<file path="src/rtl/gpu_pkg.sv">
// Shared GPU video RAM constants: address/data widths, region bases and the arbiter grant tag.
package gpu_pkg;

    localparam int VRAM_ADDR_W = 13;
    localparam int VRAM_DATA_W = 8;

    // Four 2 KB regions sharing the single VRAM address space
    localparam logic [VRAM_ADDR_W-1:0] TILE_BASE  = 13'h0000;
    localparam logic [VRAM_ADDR_W-1:0] ATTR_BASE  = 13'h0800;
    localparam logic [VRAM_ADDR_W-1:0] FONT_BASE  = 13'h1000;
    localparam logic [VRAM_ADDR_W-1:0] COLOR_BASE = 13'h1800;

    typedef enum logic [1:0] {
        GNT_NONE = 2'd0,
        GNT_PIX  = 2'd1,
        GNT_CPU  = 2'd2
    } gnt_e;

endpackage

</file>
<file path="src/rtl/vram_arb_starve_counter.sv">
// Saturating count of consecutive cycles a live CPU request has lost arbitration.
module vram_arb_starve_counter #(
    parameter int LIMIT = 8
) (
    input  logic clk,
    input  logic rst,
    input  logic i_clr,
    input  logic i_inc,
    output logic o_hit
);

    localparam logic [7:0] LIM = 8'(LIMIT);

    logic [7:0] r_cnt;

    // Clear wins over increment; the count parks at the limit until cleared
    always_ff @(posedge clk or negedge rst) begin
        if (!rst) begin
            r_cnt <= 8'd0;
        end else if (i_clr) begin
            r_cnt <= 8'd0;
        end else if (i_inc && (r_cnt != LIM)) begin
            r_cnt <= r_cnt + 8'd1;
        end else begin
            r_cnt <= r_cnt;
        end
    end

    assign o_hit = (r_cnt == LIM);

endmodule

</file>
<file path="src/rtl/vram_arbiter.sv">
// Single-port VRAM arbiter: pixel fetch wins in active video, CPU wins in blanking, starvation forces CPU through.
// Define VRAM_ARB_CPU_READ_EN to route CPU reads to VRAM; otherwise CPU reads complete locally with zero data.
module vram_arbiter
    import gpu_pkg::*;
#(
    parameter int ADDR_W       = VRAM_ADDR_W,
    parameter int DATA_W       = VRAM_DATA_W,
    parameter int STARVE_LIMIT = 8
) (
    input  logic              clk,
    input  logic              rst,
    input  logic              i_vga_blank,
    input  logic              i_pix_req,
    input  logic [ADDR_W-1:0] i_pix_addr,
    output logic              o_pix_gnt,
    output logic              o_pix_rvalid,
    output logic [DATA_W-1:0] o_pix_rdata,
    input  logic              i_cpu_req,
    input  logic              i_cpu_we,
    input  logic [ADDR_W-1:0] i_cpu_addr,
    input  logic [DATA_W-1:0] i_cpu_wdata,
    output logic              o_cpu_ack,
    output logic [DATA_W-1:0] o_cpu_rdata,
    output logic              o_mem_en,
    output logic              o_mem_we,
    output logic [ADDR_W-1:0] o_mem_addr,
    output logic [DATA_W-1:0] o_mem_wdata,
    input  logic [DATA_W-1:0] i_mem_rdata
);

    gnt_e              w_gnt;
    gnt_e              r_tag;
    logic              r_tag_we;
    logic              r_fake_ack;
    logic              r_ack_pending;
    logic [DATA_W-1:0] r_pix_hold;
    logic [DATA_W-1:0] r_cpu_hold;
    logic              w_cpu_live;
    logic              w_cpu_elig;
    logic              w_fake_rd;
    logic              w_starve_hit;
    logic              w_gnt_cpu;
    logic              w_cpu_rd_done;

    // A held request stays blocked after service until the CPU drops it for a cycle
    assign w_cpu_live = i_cpu_req & ~r_ack_pending;

`ifdef VRAM_ARB_CPU_READ_EN
    assign w_cpu_elig = w_cpu_live;
    assign w_fake_rd  = 1'b0;
`else
    assign w_cpu_elig = w_cpu_live & i_cpu_we;
    assign w_fake_rd  = w_cpu_live & ~i_cpu_we;
`endif

    // Per-cycle winner selection; nothing is granted while reset is asserted
    always_comb begin
        w_gnt = GNT_NONE;
        if (!rst) begin
            w_gnt = GNT_NONE;
        end else if (i_vga_blank) begin
            if (w_cpu_elig) begin
                w_gnt = GNT_CPU;
            end else if (i_pix_req) begin
                w_gnt = GNT_PIX;
            end else begin
                w_gnt = GNT_NONE;
            end
        end else begin
            if (w_cpu_elig && w_starve_hit) begin
                w_gnt = GNT_CPU;
            end else if (i_pix_req) begin
                w_gnt = GNT_PIX;
            end else if (w_cpu_elig) begin
                w_gnt = GNT_CPU;
            end else begin
                w_gnt = GNT_NONE;
            end
        end
    end

    assign w_gnt_cpu = (w_gnt == GNT_CPU);
    assign o_pix_gnt = (w_gnt == GNT_PIX);

    // Steer the VRAM port from the current winner
    always_comb begin
        o_mem_en    = 1'b0;
        o_mem_we    = 1'b0;
        o_mem_addr  = {ADDR_W{1'b0}};
        o_mem_wdata = {DATA_W{1'b0}};
        case (w_gnt)
            GNT_PIX: begin
                o_mem_en   = 1'b1;
                o_mem_addr = i_pix_addr;
            end
            GNT_CPU: begin
                o_mem_en    = 1'b1;
                o_mem_we    = i_cpu_we;
                o_mem_addr  = i_cpu_addr;
                o_mem_wdata = i_cpu_wdata;
            end
            default: begin
                o_mem_en = 1'b0;
            end
        endcase
    end

    vram_arb_starve_counter #(
        .LIMIT (STARVE_LIMIT)
    ) u_starve (
        .clk   (clk),
        .rst   (rst),
        .i_clr (~i_cpu_req | w_gnt_cpu),
        .i_inc (w_cpu_elig & ~w_gnt_cpu),
        .o_hit (w_starve_hit)
    );

    // Read data arrives one cycle after the grant, so route it by the registered tag
    assign o_pix_rvalid  = (r_tag == GNT_PIX);
    assign o_cpu_ack     = (r_tag == GNT_CPU) | r_fake_ack;
    assign w_cpu_rd_done = (r_tag == GNT_CPU) & ~r_tag_we;
    assign o_pix_rdata   = o_pix_rvalid ? i_mem_rdata : r_pix_hold;
    assign o_cpu_rdata   = w_cpu_rd_done ? i_mem_rdata :
                           (r_fake_ack ? {DATA_W{1'b0}} : r_cpu_hold);

    // Grant tag, service tracking and read-data hold registers
    always_ff @(posedge clk or negedge rst) begin
        if (!rst) begin
            r_tag         <= GNT_NONE;
            r_tag_we      <= 1'b0;
            r_fake_ack    <= 1'b0;
            r_ack_pending <= 1'b0;
            r_pix_hold    <= {DATA_W{1'b0}};
            r_cpu_hold    <= {DATA_W{1'b0}};
        end else begin
            r_tag      <= w_gnt;
            r_tag_we   <= w_gnt_cpu & i_cpu_we;
            r_fake_ack <= w_fake_rd;
            r_pix_hold <= o_pix_rdata;
            r_cpu_hold <= o_cpu_rdata;
            if (w_gnt_cpu || w_fake_rd) begin
                r_ack_pending <= 1'b1;
            end else if (!i_cpu_req) begin
                r_ack_pending <= 1'b0;
            end else begin
                r_ack_pending <= r_ack_pending;
            end
        end
    end

endmodule

</file>
<file path="config.mk">
export PLATFORM = sky130hd
export DESIGN_NAME = vram_arbiter
export DESIGN_NICKNAME = d
export VERILOG_FILES = /design/src/rtl/gpu_pkg.sv /design/src/rtl/vram_arb_starve_counter.sv /design/src/rtl/vram_arbiter.sv
export SDC_FILE = /design/constraint.sdc
export NUM_CORES = 1
export LEC_CHECK = 0
export ABC_AREA = 1
export BUFFER_PORTS_ARGS = -buffer_cell sky130_fd_sc_hd__buf_2
export CAP_MARGIN = 20
export CORE_MARGIN = 5
export CORE_UTILIZATION = 48
export CTS_CLUSTER_SIZE = 24
export DETAILED_ROUTE_END_ITERATION = 10
export PLACE_DENSITY = 0.85
export SETUP_SLACK_MARGIN = 0.2
export SLEW_MARGIN = 10
export SYNTH_ARGS = -nofsm -noshare
export SYNTH_HDL_FRONTEND = slang
export SYNTH_SLANG_ARGS = --single-unit
</file>
<file path="constraint.sdc">
create_clock -name clk -period 4.4 [get_ports clk]
set_input_delay 0.44 -clock clk [delete_from_list [all_inputs] [get_ports clk]]
set_output_delay 0.44 -clock clk [all_outputs]
set_load 0.01 [all_outputs]
</file>
==> results of run 1 <==
==> report_power, final <==
part | total, W | switching (W) | internal (W)
Sequential | 0.000296 | 0.00000702 | 0.000289
Combinational | 0.000130 | 0.0000777 | 0.0000525
Clock | 0.000222 | 0.0000861 | 0.000136
Total | 0.000647 | 0.000171 | 0.000477
==> cell type report <==
cell class / instances / area [um2] / share of cell area
clock buffer: 7 / 55.05 / 0.02476
timing repair buffer: 89 / 445.4 / 0.2003
clock inverter: 1 / 30.03 / 0.01351
sequential: 29 / 725.7 / 0.3264
inverter: 33 / 123.9 / 0.05571
tap: 46 / 57.56 / 0.02589
multi-input combinational: 156 / 785.8 / 0.3534
==> worst paths after layout <==
path / cells after the start / slack [ns] / to / start
max: 10 / 1.37 / o_mem_addr[5] / u_starve.r_cnt[0]$_DFFE_PN0P_
min: 1 / 0.14 / r_tag_we$_DFF_PN0_ / rst
max reg2reg: 12 / 1.94 / u_starve.r_cnt[7]$_DFFE_PN0P_ / u_starve.r_cnt[0]$_DFFE_PN0P_
min reg2reg: 2 / 0.50 / r_pix_hold[5]$_DFF_PN0_ / r_pix_hold[5]$_DFF_PN0_
max in group asynchronous: 1 / 3.85 / u_starve.r_cnt[6]$_DFFE_PN0P_ / rst
min in group clk: 2 / 0.33 / r_fake_ack$_DFF_PN0_ / i_cpu_we
==> per-stage QoR <==
| stage | total power [W] | cell area, um2 | utilization | setup slack, ns | std cells |
|---|---|---|---|---|---|
| floorplan | 0.0003723 | 1700 | - | 2.189 | 227 |
| global placement | 0.0004309 | 2138 | 0.6309 | 1.564 | 353 |
| detailed placement | 0.0004340 | 2138 | 0.6309 | 1.545 | 353 |
| CTS | 0.0006566 | 2223 | 0.6560 | 1.341 | 361 |
| global route | 0.0006851 | 2223 | 0.6560 | 1.070 | 361 |
| finish | 0.0006475 | 2223 | 0.6560 | 1.369 | 361 |
==> cell usage in the layout (no fill, tap or decap) <==
| cell | n |
|---|---|
| nand2_2 | 1 |
| o21ai_2 | 8 |
| a21oi_1 | 14 |
| nand3b_1 | 1 |
| clkbuf_1 | 1 |
| nor2_4 | 3 |
| o21ai_0 | 9 |
| nand2_1 | 70 |
| ha_1 | 4 |
| nand3_1 | 26 |
| o21bai_1 | 2 |
| nor2_1 | 9 |
| or2_1 | 1 |
| inv_1 | 29 |
| clkbuf_8 | 1 |
| bufinv_16 | 1 |
| nor3_1 | 1 |
| dfrtp_1 | 29 |
| xor2_1 | 1 |
| nand4_1 | 5 |
| clkbuf_4 | 5 |
| nand3_2 | 1 |
| buf_2 | 89 |
| inv_2 | 3 |
| clkinv_1 | 1 |
==> metal layers <==
layer / global-route usage / up-vias / part of all wire
met4: 0.07809 / 0 / 0.016
met2: 0.3030 / 82 / 0.49
met3: 0.03913 / 5 / 0.099
met1: 0.1980 / 751 / 0.40
met5: 0 / - / 0
li1: - / 894 / -
==> cell families (layout without fill, tap and decap cells) <==
logic type | after synthesis | count (layout) | synth area share
AO/OA/AOI/OAI | 33 | 33 | 0.1177
XOR/XNOR | 1 | 1 | 0.005152
adder cells (fa/ha/maj) | 4 | 4 | 0.02943
buffers and inverters | 42 | 130 | 0.1111
flip-flops | 29 | 29 | 0.4268
AND/OR/NAND/NOR | 118 | 118 | 0.3098
==> state kept, by name, indices dropped and copies added (netlist names) <==
register	cells
r_tag	2
r_cpu_hold	8
r_pix_hold	8
r_ack_pending	1
r_fake_ack	1
r_tag_we	1
u_starve.r_cnt	8
==> results.ini, run 1 <==
[run_status]
status=completed

[logic_synthesis]
synthCells=227
post-synth-top-count-cell=nand2_1
synth.top_cell.area_share=0.4268
syn_nets=279
synth.ff_latch_count=29
synth-main-ff-cell=dfrtp_1
yosysSeqAreaShare=0.4268
synth_edf_count=0
synth.largest_area_cell=dfrtp_1
async_flop_share=1.000
ys_warn_count=0
synth_cell_types=24
synthTopCellsByCount=nand2_1, dfrtp_1, inv_1
synth_area_leaders=dfrtp_1, nand2_1, nand3_1
syn_area_mm2=0.001700
synth_area_per_cell_um2=7.491

[detailed_routing]
first_pass_iters=5
num_vias=1732
drt_wl_total_mm=4.004
post_drt_wl_per_cell_um=11.09
drt_iter0_drc=50
vias_per_cell=4.798
drtAntennaViolNets=0
drc=0

[die]
die_h_um=69.52
core_area_mm2=0.003390
start_util=0.5017
die_w_um=69.52
die_area_mm2=0.004833
num_io_pins=90
rows=21

[clock_network]
htree_num_levels=2
cts_hold_buf=0
clockBufferDepth=2
cts_resized=0
clk_pin_slew_ns=0.08
clock_latency_ns=0.32
cts_root_buf=clkbuf_4
cts_setup_buffers=0
numClockSinks=29
numCtsBuffers=5
cts_tree=yes

[sta]
fin_skew_ns=0.001874
maxSlewHeadroom=0.4782
setup_tns_ns=0
hold_viol_final=0
period_share=0.6889
worst_pin_slew_ns=0.7826
max_freq_ghz=0.3299
min_period_ns=3.031
setup_violations=0
rsz0062_at_grt=false
final_max_slew_viol_count=0
hold_slack_ns=0.1371

[critical_path]
slowest_delay_ns=0.67
end_kind=output pin
crit_buf_inv=3
cp.arrival_ns=2.59
critPathKind=register to output pin
cp_max_fo=24
cp_slowest_cell=ha_1
crit_required_ns=3.96
start_kind=register
crit_family=adder cells
cp_cell_sequence=inv_1 -> ha_1 -> nand4_1 -> nand3_1 -> nand3_1 -> inv_1 -> ha_1 -> nand2_1 -> a21oi_1 -> buf_2

[global_route]
grt_usage=0.1725
grt_overflow=0
grt_max_degree=33
grt_pass1_wl_mm=6.906
antenna_found_initial=0
grt_pass1_vias=1631

[finish]
area_delta_synth_final_pct=30.76
num-fill-cells=295
fin_nets=366
n_antenna_cell=0
drive_above_1_share=0.3556

[placement]
numPortBuffers=89
gp_congestion=0.7913
post-dp-hpwl_mm=3.216

[hold_path]
min_path_type=input port to async pin

[run]
cap_violations=0

[power_and_ir_drop]
p_per_area_mw_per_mm2=291.2
leakage_nw=1.315
ir_drop_mv=0.1690

Note: power is estimated with default switching activity, not from simulation.
==> run 2, diff against run 1 <==
Settings changed: CORE_UTILIZATION 48 to 45, PLACE_DENSITY 0.85 to 0.8.
Clock period 4.4 ns to 2.95 ns, I/O delays scaled along.
==> run 2 against run 1 <==
  * Register-to-register slack got worse by 1.0 ns
  * Routed wire length up 7.8%
  * Via count grew 0.64%
  * Design area is 1.8% higher
  * Clock skew up 0.0024 ns
  * Largest power group unchanged
==> results.ini, run 2 (synthesis results as in run 1) <==
[sta]
final_max_slew_viol_count=0  ; unchanged
setup_violations=0  ; unchanged
fin_skew_ns=0.004224  ; +0.002351 ns
setup_tns_ns=0  ; unchanged
maxSlewHeadroom=0.5661  ; +0.08788
rsz0062_at_grt=false
period_share=0.8451
min_period_ns=2.493
hold_viol_final=0  ; unchanged
max_freq_ghz=0.4011
hold_slack_ns=0.2461  ; +0.1090 ns
worst_pin_slew_ns=0.6508  ; -0.1318 ns

[placement]
placed_cells=357  ; +1.1%
numPortBuffers=89  ; unchanged
gp_congestion=0.8057  ; +1.8%
post-dp-hpwl_mm=3.485  ; +8.4%
placement.cell_area_mm2=0.002156  ; +0.82%

[finish]
final_cells=366  ; +1.4%
final_cell_mix=buf_2, nand2_1, inv_1, dfrtp_1, nand3_1
reg_top3=r_cpu_hold x8, r_pix_hold x8, u_starve.r_cnt x8
regArea_um2=725.7  ; unchanged
final_common_cell=buf_2
drive_above_1_share=0.3648  ; +0.009224
final_area_mm2=0.002263  ; +1.8%
num-fill-cells=337  ; +14%
n_antenna_cell=0  ; unchanged
multi_input_area_um2=800.8  ; +1.9%
area_delta_synth_final_pct=33.11
fin_nets=369  ; +0.82%

[detailed_routing]
drc=0  ; unchanged
num_vias=1743  ; +0.64%
drt_wl_total_mm=4.318  ; +7.8%
drtAntennaViolNets=0  ; unchanged
post_drt_wl_per_cell_um=11.80  ; +6.4%
drt_iter0_drc=66  ; +32%
vias_per_cell=4.762  ; -0.74%
first_pass_iters=4  ; -1

[critical_path]
startpoint=u_starve.r_cnt[0]$_DFFE_PN0P_
cp_max_fo=14  ; -42%
cp_slowest_cell=dfrtp_1
slowest_delay_ns=0.38  ; -0.29 ns
crit_required_ns=2.65  ; -1.31 ns
rr_startpoint=u_starve.r_cnt[0]$_DFFE_PN0P_
start_kind=register
cp.arrival_ns=2.20  ; -0.39 ns
reg2reg_depth=12  ; unchanged
cp_cell_sequence=inv_1 -> ha_1 -> nand4_1 -> nand2_1 -> a21oi_1 -> ha_2 -> nand2_1 -> a21oi_1 -> buf_2
end_kind=output pin
critPathKind=register to output pin

[clock_network]
cts_tree=yes
clk_pin_slew_ns=0.06  ; -0.02 ns
htree_num_levels=2  ; unchanged
cts_setup_buffers=0  ; unchanged
cts_root_buf=clkbuf_8
clockBufferDepth=2  ; unchanged
clock_latency_ns=0.28  ; -0.04 ns
numClockSinks=29  ; unchanged
numCtsBuffers=5  ; unchanged

[global_route]
grt_pass1_wl_mm=7.245  ; +4.9%
grt_max_degree=23  ; -30%
grt_usage=0.1753  ; +0.002807
grt_pass1_vias=1724  ; +5.7%
grt_overflow=0  ; unchanged
antenna_found_initial=0  ; unchanged

[die]
core_area_mm2=0.003661  ; +8.0%
start_util=0.4645  ; -0.03720
rows=22  ; +4.8%
die_area_mm2=0.005108  ; +5.7%
die_h_um=71.47  ; +2.8%
die_w_um=71.47  ; +2.8%
num_io_pins=90  ; unchanged

[hold_path]
whs_path_depth=2
min_path_type=input port to register
hold_start=i_cpu_we

[power_and_ir_drop]
ir_drop_mv=0.1562  ; -7.6%
leakage_nw=1.327  ; +0.97%
finalPower_w=0.0009458  ; +46%
p_per_area_mw_per_mm2=417.9  ; +43%

[run_status]
status=completed

[run]
cap_violations=0  ; unchanged

==> run 2: final cells by class <==
class | instances | share of cell area
well taps | 48 | 0.02653
repair buffers | 92 | 0.2078
clock inverters | 2 | 0.004422
clock buffers | 6 | 0.03206
flip-flops and latches | 29 | 0.3206
multi-input cells | 156 | 0.3538
inverters | 33 | 0.05473
==> run 2: report_power, final <==
group          total, W  leakage, nW  internal, W  switching [W]
Combinational  0.000203        0.899    0.0000834       0.000119
Sequential     0.000442        0.384     0.000431      0.0000103
Clock          0.000301       0.0450     0.000163       0.000139
==> run 2: metal layers <==
layer | track usage | routed length [um] | vias up
met1 | 0.2018 | 1796 | 757
li1 | - | - | 901
met4 | 0.09395 | 138 | 0
met3 | 0.04488 | 350 | 13
met5 | 0 | 0 | -
met2 | 0.2969 | 2033 | 72
==> run 2: timing repair <==
item / CTS / global route
hold buffers: 1 / 0
endpoints found under the setup margin: 8 / 19
gates resized for setup: 1 / 2
endpoints found under the hold margin: 7 / 0
==> run 2: critical path: cells and delay by family (launching register included) <==
kind	cells	cell delay, ns
compound gates	2	0.37
buf+inv	2	0.25
fa+ha+maj	2	0.59
simple gates	3	0.32
flops	1	0.38
==> run 2: worst paths after layout <==
path / to / slack [ns]
setup / recovery: o_mem_addr[1] / 0.46
hold / removal: r_fake_ack$_DFF_PN0_ / 0.25
setup reg to reg: u_starve.r_cnt[3]$_DFFE_PN0P_ / 0.91
hold reg to reg: r_pix_hold[3]$_DFF_PN0_ / 0.50
max in group asynchronous: r_cpu_hold[7]$_DFF_PN0_ / 2.00
min in group asynchronous: r_cpu_hold[5]$_DFF_PN0_ / 0.42
==> run 2: metrics by stage <==
step	setup WS, ns	util
2_1_floorplan	0.8839	-
3_3_place_gp	0.6053	0.5889
3_5_place_dp	0.4525	0.5889
4_1_cts	0.3213	0.6148
5_1_grt	0.2247	0.6183
6_report	0.4570	0.6183
